<file path="config.mk">
export PLATFORM = sky130hd
export DESIGN_NAME = ahb_input_stage_flat
export DESIGN_NICKNAME = d
export VERILOG_FILES = /design/src/rtl/ahb_bm_pkg.sv /design/src/rtl/ahb_input_stage_if.sv /design/src/rtl/ahb_addr_hold_reg.sv /design/src/rtl/ahb_input_stage.sv /design/src/flat_wrapper.sv
export SDC_FILE = /design/constraint.sdc
export NUM_CORES = 1
export LEC_CHECK = 0
export BUFFER_PORTS_ARGS = -buffer_cell sky130_fd_sc_hd__buf_2
export CAP_MARGIN = 20
export CORE_ASPECT_RATIO = 1.1
export CORE_MARGIN = 2
export CORE_UTILIZATION = 47
export CTS_CLUSTER_SIZE = 12
export DETAILED_ROUTE_END_ITERATION = 12
export GPL_TIMING_DRIVEN = 0
export HOLD_SLACK_MARGIN = 0.12
export PLACE_DENSITY = 0.76
export SYNTH_ARGS = -nofsm -noshare
export SYNTH_HDL_FRONTEND = slang
export SYNTH_SLANG_ARGS = --single-unit
</file>
<file path="constraint.sdc">
create_clock -name HCLK -period 2 [get_ports HCLK]
set_input_delay 0.4 -clock HCLK [delete_from_list [all_inputs] [get_ports HCLK]]
set_output_delay 0.4 -clock HCLK [all_outputs]
set_load 0.1 [all_outputs]
</file>
<file path="src/rtl/ahb_bm_pkg.sv">
// Shared AHB encodings and the address-phase bundle used by the input stages and arbiters.
package ahb_bm_pkg;

  typedef enum logic [1:0] {
    HtransIdle   = 2'b00,
    HtransBusy   = 2'b01,
    HtransNonseq = 2'b10,
    HtransSeq    = 2'b11
  } htrans_e;

  typedef enum logic [2:0] {
    HburstSingle = 3'b000,
    HburstIncr   = 3'b001,
    HburstWrap4  = 3'b010,
    HburstIncr4  = 3'b011,
    HburstWrap8  = 3'b100,
    HburstIncr8  = 3'b101,
    HburstWrap16 = 3'b110,
    HburstIncr16 = 3'b111
  } hburst_e;

  typedef enum logic {
    HrespOkay  = 1'b0,
    HrespError = 1'b1
  } hresp_e;

  typedef struct packed {
    logic [31:0] addr;
    logic [1:0]  trans;
    logic        write;
    logic [2:0]  size;
    logic [2:0]  burst;
    logic [3:0]  prot;
    logic        mastlock;
  } addr_phase_t;

  localparam addr_phase_t AddrPhaseReset = '0;

endpackage

</file>
<file path="src/rtl/ahb_input_stage_if.sv">
// Master-side AHB port plus the arbiter/decoder side of one bus-matrix input stage.
interface ahb_input_stage_if;

  logic        HSELS;
  logic [31:0] HADDRS;
  logic [1:0]  HTRANSS;
  logic        HWRITES;
  logic [2:0]  HSIZES;
  logic [2:0]  HBURSTS;
  logic [3:0]  HPROTS;
  logic        HMASTLOCKS;
  logic        HREADYS;
  logic        HREADYOUTS;
  logic        HRESPS;

  logic [31:0] ADDRI;
  logic [1:0]  TRANSI;
  logic        WRITEI;
  logic [2:0]  SIZEI;
  logic [2:0]  BURSTI;
  logic [3:0]  PROTI;
  logic        MASTLOCKI;
  logic        active_trans;
  logic        addr_in_phase;
  logic        data_in_phase;
  logic        HREADYM;
  logic        HRESPM;

  modport slave (
    input  HSELS, HADDRS, HTRANSS, HWRITES, HSIZES, HBURSTS, HPROTS, HMASTLOCKS, HREADYS,
    output HREADYOUTS, HRESPS,
    output ADDRI, TRANSI, WRITEI, SIZEI, BURSTI, PROTI, MASTLOCKI, active_trans,
    input  addr_in_phase, data_in_phase, HREADYM, HRESPM
  );

  modport master (
    output HSELS, HADDRS, HTRANSS, HWRITES, HSIZES, HBURSTS, HPROTS, HMASTLOCKS, HREADYS,
    input  HREADYOUTS, HRESPS,
    input  ADDRI, TRANSI, WRITEI, SIZEI, BURSTI, PROTI, MASTLOCKI, active_trans,
    output addr_in_phase, data_in_phase, HREADYM, HRESPM
  );

endinterface

</file>
<file path="src/rtl/ahb_addr_hold_reg.sv">
// Holding register for a stalled address phase and the held/live output mux.
module ahb_addr_hold_reg
  import ahb_bm_pkg::*;
(
  input  logic        HCLK,
  input  logic        HRESET,
  input  logic        load,
  input  logic        use_held,
  input  addr_phase_t live,
  output addr_phase_t phase
);

  addr_phase_t held_q;

  always_ff @(posedge HCLK or posedge HRESET) begin
    if (HRESET) begin
      held_q <= AddrPhaseReset;
    end else if (load) begin
      held_q <= live;
    end
  end

  always_comb begin
    phase = use_held ? held_q : live;
  end

endmodule

</file>
<file path="src/rtl/ahb_input_stage.sv">
// Bus-matrix input stage: passes the master address phase to the arbiters and holds it
// for as long as no arbiter grants it, stalling the master meanwhile.
module ahb_input_stage
  import ahb_bm_pkg::*;
(
  input  logic               HCLK,
  input  logic               HRESET,
  ahb_input_stage_if.slave   bus
);

  logic        valid;
  logic        accepted;
  logic        load;
  logic        reg_pend_q;
  logic        reg_pend_d;
  addr_phase_t live;
  addr_phase_t phase;

  assign valid    = bus.HSELS & bus.HTRANSS[1] & bus.HREADYS;
  assign accepted = bus.addr_in_phase & bus.HREADYM;

  always_comb begin
    live.addr     = bus.HADDRS;
    live.trans    = bus.HTRANSS;
    live.write    = bus.HWRITES;
    live.size     = bus.HSIZES;
    live.burst    = bus.HBURSTS;
    live.prot     = bus.HPROTS;
    live.mastlock = bus.HMASTLOCKS;
  end

  // A transfer arriving in the cycle the held one is granted takes its place in the register.
  always_comb begin
    reg_pend_d = reg_pend_q;
    load       = 1'b0;
    if (reg_pend_q) begin
      if (accepted) begin
        reg_pend_d = valid;
        load       = valid;
      end
    end else if (valid && !accepted) begin
      reg_pend_d = 1'b1;
      load       = 1'b1;
    end
  end

  always_ff @(posedge HCLK or posedge HRESET) begin
    if (HRESET) begin
      reg_pend_q <= 1'b0;
    end else begin
      reg_pend_q <= reg_pend_d;
    end
  end

  ahb_addr_hold_reg u_hold (
    .HCLK     (HCLK),
    .HRESET   (HRESET),
    .load     (load),
    .use_held (reg_pend_q),
    .live     (live),
    .phase    (phase)
  );

  always_comb begin
    bus.active_trans = reg_pend_q | valid;
    bus.ADDRI        = phase.addr;
    bus.TRANSI       = bus.active_trans ? phase.trans : HtransIdle;
    bus.WRITEI       = phase.write;
    bus.SIZEI        = phase.size;
    bus.BURSTI       = phase.burst;
    bus.PROTI        = phase.prot;
    bus.MASTLOCKI    = phase.mastlock;

    if (bus.data_in_phase) begin
      bus.HREADYOUTS = bus.HREADYM;
    end else begin
      bus.HREADYOUTS = ~reg_pend_q;
    end
    bus.HRESPS = bus.data_in_phase ? bus.HRESPM : HrespOkay;
  end

endmodule

</file>
<file path="src/flat_wrapper.sv">
// flat-port wrapper written by rule: the top's interface ports become plain ports
module ahb_input_stage_flat import ahb_bm_pkg::*;
  (HCLK, HRESET, bus_HSELS, bus_HADDRS, bus_HTRANSS, bus_HWRITES, bus_HSIZES, bus_HBURSTS, bus_HPROTS, bus_HMASTLOCKS, bus_HREADYS, bus_HREADYOUTS, bus_HRESPS, bus_ADDRI, bus_TRANSI, bus_WRITEI, bus_SIZEI, bus_BURSTI, bus_PROTI, bus_MASTLOCKI, bus_active_trans, bus_addr_in_phase, bus_data_in_phase, bus_HREADYM, bus_HRESPM);
  ahb_input_stage_if bus_i ();
  input  logic HCLK;
  input  logic HRESET;
  input wire logic [$bits(bus_i.HSELS)-1:0] bus_HSELS;
  input wire logic [$bits(bus_i.HADDRS)-1:0] bus_HADDRS;
  input wire logic [$bits(bus_i.HTRANSS)-1:0] bus_HTRANSS;
  input wire logic [$bits(bus_i.HWRITES)-1:0] bus_HWRITES;
  input wire logic [$bits(bus_i.HSIZES)-1:0] bus_HSIZES;
  input wire logic [$bits(bus_i.HBURSTS)-1:0] bus_HBURSTS;
  input wire logic [$bits(bus_i.HPROTS)-1:0] bus_HPROTS;
  input wire logic [$bits(bus_i.HMASTLOCKS)-1:0] bus_HMASTLOCKS;
  input wire logic [$bits(bus_i.HREADYS)-1:0] bus_HREADYS;
  output wire logic [$bits(bus_i.HREADYOUTS)-1:0] bus_HREADYOUTS;
  output wire logic [$bits(bus_i.HRESPS)-1:0] bus_HRESPS;
  output wire logic [$bits(bus_i.ADDRI)-1:0] bus_ADDRI;
  output wire logic [$bits(bus_i.TRANSI)-1:0] bus_TRANSI;
  output wire logic [$bits(bus_i.WRITEI)-1:0] bus_WRITEI;
  output wire logic [$bits(bus_i.SIZEI)-1:0] bus_SIZEI;
  output wire logic [$bits(bus_i.BURSTI)-1:0] bus_BURSTI;
  output wire logic [$bits(bus_i.PROTI)-1:0] bus_PROTI;
  output wire logic [$bits(bus_i.MASTLOCKI)-1:0] bus_MASTLOCKI;
  output wire logic [$bits(bus_i.active_trans)-1:0] bus_active_trans;
  input wire logic [$bits(bus_i.addr_in_phase)-1:0] bus_addr_in_phase;
  input wire logic [$bits(bus_i.data_in_phase)-1:0] bus_data_in_phase;
  input wire logic [$bits(bus_i.HREADYM)-1:0] bus_HREADYM;
  input wire logic [$bits(bus_i.HRESPM)-1:0] bus_HRESPM;
  assign bus_i.HSELS = bus_HSELS;
  assign bus_i.HADDRS = bus_HADDRS;
  assign bus_i.HTRANSS = bus_HTRANSS;
  assign bus_i.HWRITES = bus_HWRITES;
  assign bus_i.HSIZES = bus_HSIZES;
  assign bus_i.HBURSTS = bus_HBURSTS;
  assign bus_i.HPROTS = bus_HPROTS;
  assign bus_i.HMASTLOCKS = bus_HMASTLOCKS;
  assign bus_i.HREADYS = bus_HREADYS;
  assign bus_HREADYOUTS = bus_i.HREADYOUTS;
  assign bus_HRESPS = bus_i.HRESPS;
  assign bus_ADDRI = bus_i.ADDRI;
  assign bus_TRANSI = bus_i.TRANSI;
  assign bus_WRITEI = bus_i.WRITEI;
  assign bus_SIZEI = bus_i.SIZEI;
  assign bus_BURSTI = bus_i.BURSTI;
  assign bus_PROTI = bus_i.PROTI;
  assign bus_MASTLOCKI = bus_i.MASTLOCKI;
  assign bus_active_trans = bus_i.active_trans;
  assign bus_i.addr_in_phase = bus_addr_in_phase;
  assign bus_i.data_in_phase = bus_data_in_phase;
  assign bus_i.HREADYM = bus_HREADYM;
  assign bus_i.HRESPM = bus_HRESPM;
  ahb_input_stage u_core (.HCLK(HCLK), .HRESET(HRESET), .bus(bus_i));
endmodule
</file>
==> reports/qor.csv <==
metric,value,unit
status,"finished, final reports clean",
drt-total-wl,4800,um
port_buffers,102,
fin_cells,331,
cts_tree,done,
period_share,97.6,%
fill_cells,378,
syn_nets,218,
cts.clk_slew.worst_paths,0.08,ns
fin_setup_tns,0,ns
worstPathRequired,1.60,ns
crit_path_start_kind,flip-flop,
rows,27,
cts_root_buf,clkbuf_8,
cts_sinks,47,
place_congestion,0.730,
finalWorstPathRequiredPeriod,1.95,ns
p_leak,1.50,nW
ant_nets,0,
die_w,71.5,um
synth-main-ff-cell,dfrtp_1,
p_total,4.03,mW
drc_errors,0,
cp.arrival,1.55,ns
synth_top_area_share,49.9,%
fmax,512,MHz
max_stage_delay,0.36,ns
hp-class,primary input to async pin,
maxSlewHeadroom,66.7,%
ys_ff_latch,47,
synthTopCellsByCount,"87 x mux2_2, 47 x dfrtp_1, 5 x clkbuf_1, 5 x nand2_1, 4 x buf_6",
path_cells,"buf_6, buf_4, mux2_2, buf_4",
irDropWorstVdd,0.623,mV
yosysMostFrequentCell,mux2_2,
grt_pass1_vias,1845,
slew_viol_final,0,
drt-wirelength-per-cell,14.5,um
vias_per_cell,5.20,
insertion_delay,0.29,ns
dp_hpwl,3530,um
worst_pin_slew,0.503,ns
fin_hold_ws,0.124,ns
core_area,4930,um^2
avgSynthCellArea,14.4,um^2
synth.top_cells.by_area,"dfrtp_1 50%, mux2_2 42%, buf_6 1.9%, mux2_1 0.96%, clkbuf_1 0.80%",
finalSetupViolCount,0,
rsz0062_at_grt,true,
syn_to_final_growth,35.4,%
n_antenna_cell,0,
yosys_warnings,0,
power_density,1260,nW/um^2
cts_htree_levels,2,
hold_violations,0,
placed_cells,325,
pin_count,103,
synth-edff-count,0,
dr.pass1.iters,4,
crit_path_end_kind,output pin,
final_nets,328,
syn_inst,164,
antenna_found_initial,0,
synth_cell_types,17,
synth_top_area_cell,dfrtp_1,
fp.dieH,78.3,um
drv_cap,0,
die-area,5600,um^2
ys_seq_area_share,49.9,%
cp_common_cell,buf_4,
critical_path_class,flip-flop to output pin,
cp_num_buf_inv,3,
cts-buffers-inserted,5,
path_max_fanout,10,
crit_slowest_cell,mux2_2,
grt_max_degree,27,
dr.first_iter.drc_count,52,
syn_area,2360,um^2
grt_util_all_layers,17.9,%
vias,1721,
grt_pass1_wl,8030,um
clock_skew,0.00445,ns
cp_top_family,buffers and inverters,
drive_above_1_share,76.2,%
initial_utilization,47.8,%
async_flop_share,100,%
grt_remaining_overflow,0,
clockBufferDepth,2,
stage by stage:
| step | area [um^2] | setup slack (ns) | utilization (%) |
|---|---|---|---|
| floorplan | 2360 | -0.456 | - |
| global placement | 2940 | -0.171 | 59.6 |
| detailed placement | 2960 | -0.00962 | 60.0 |
| CTS | 3160 | -0.00303 | 64.2 |
| finish | 3190 | 0.0484 | 64.7 |
| global route | 3190 | -0.0271 | 64.7 |
cell usage in the layout, fill, tap and decap left out, types with 2 or more instances in the layout:
| cell type | instances |
|---|---|
| buf_2 | 55 |
| dfrtp_1 | 47 |
| o21ai_1 | 3 |
| buf_4 | 44 |
| clkbuf_8 | 6 |
| clkbuf_4 | 4 |
| mux2_1 | 2 |
| nand2_1 | 5 |
| buf_6 | 8 |
| mux2_2 | 87 |
| nand3_1 | 2 |
flip-flops by register name, indices dropped and copies added, names as in the netlist:
signal / cells
u_core.u_hold.held_q: 46
u_core.reg_pend_q: 1
logic make-up (layout without fill, tap and decap cells):
| kind of cell | count (synthesis) | in the layout | synth area share (%) |
|---|---|---|---|
| AOI/OAI and AO/OA | 5 | 5 | 1.65 |
| and+or+nand+nor | 11 | 11 | 2.28 |
| muxes | 89 | 89 | 42.5 |
| adders and majority gates | 1 | 1 | 0.425 |
| buffers and inverters | 11 | 120 | 3.19 |
| DFF | 47 | 47 | 49.9 |
per-layer routing:
metal,track usage (%),part of all wire (%),wire (um)
met5,0,0,0
met4,5.09,1.1,53
met3,4.88,6.5,313
met2,32.1,51,2420
met1,20.7,42,2010
layout make-up:
class,count,area (um^2),area share (%)
sequential,47,1180,36.9
multi-input combinational,106,1100,34.6
timing repair buffer,103,659,20.7
buffer,10,100,3.14
clock buffer,6,72.6,2.28
tap,58,72.6,2.28
inverter,1,3.75,0.118
final timing paths:
kind,from,end,slack [ns],depth (start not counted)
setup / recovery,u_core.reg_pend_q,bus_ADDRI[18],0.05,4
hold / removal,HRESET,u_core.u_hold.held_q[31],0.12,2
setup reg to reg,u_core.reg_pend_q,u_core.u_hold.held_q[1],0.23,5
hold reg to reg,u_core.u_hold.held_q[13],u_core.u_hold.held_q[13],0.47,1
max in group asynchronous,HRESET,u_core.u_hold.held_q[5],1.37,3
min in group HCLK,bus_HBURSTS[0],u_core.u_hold.held_q[5],0.34,2
power breakdown:
part	switching [mW]	leakage, nW	internal [mW]
registers	0.119	0.559	1.21
clock network	0.287	0.0371	0.234
logic	1.54	0.900	0.638
what timing repair did:
| item | CTS | global route |
|---|---|---|
| setup endpoints to repair | 47 | 36 |
| buffers inserted | 0 | 0 |
| hold buffers | 0 | 0 |
| gates resized for setup | 54 | 12 |
| endpoints found under the hold margin | 0 | 0 |
(Power assumes the default switching activity.)
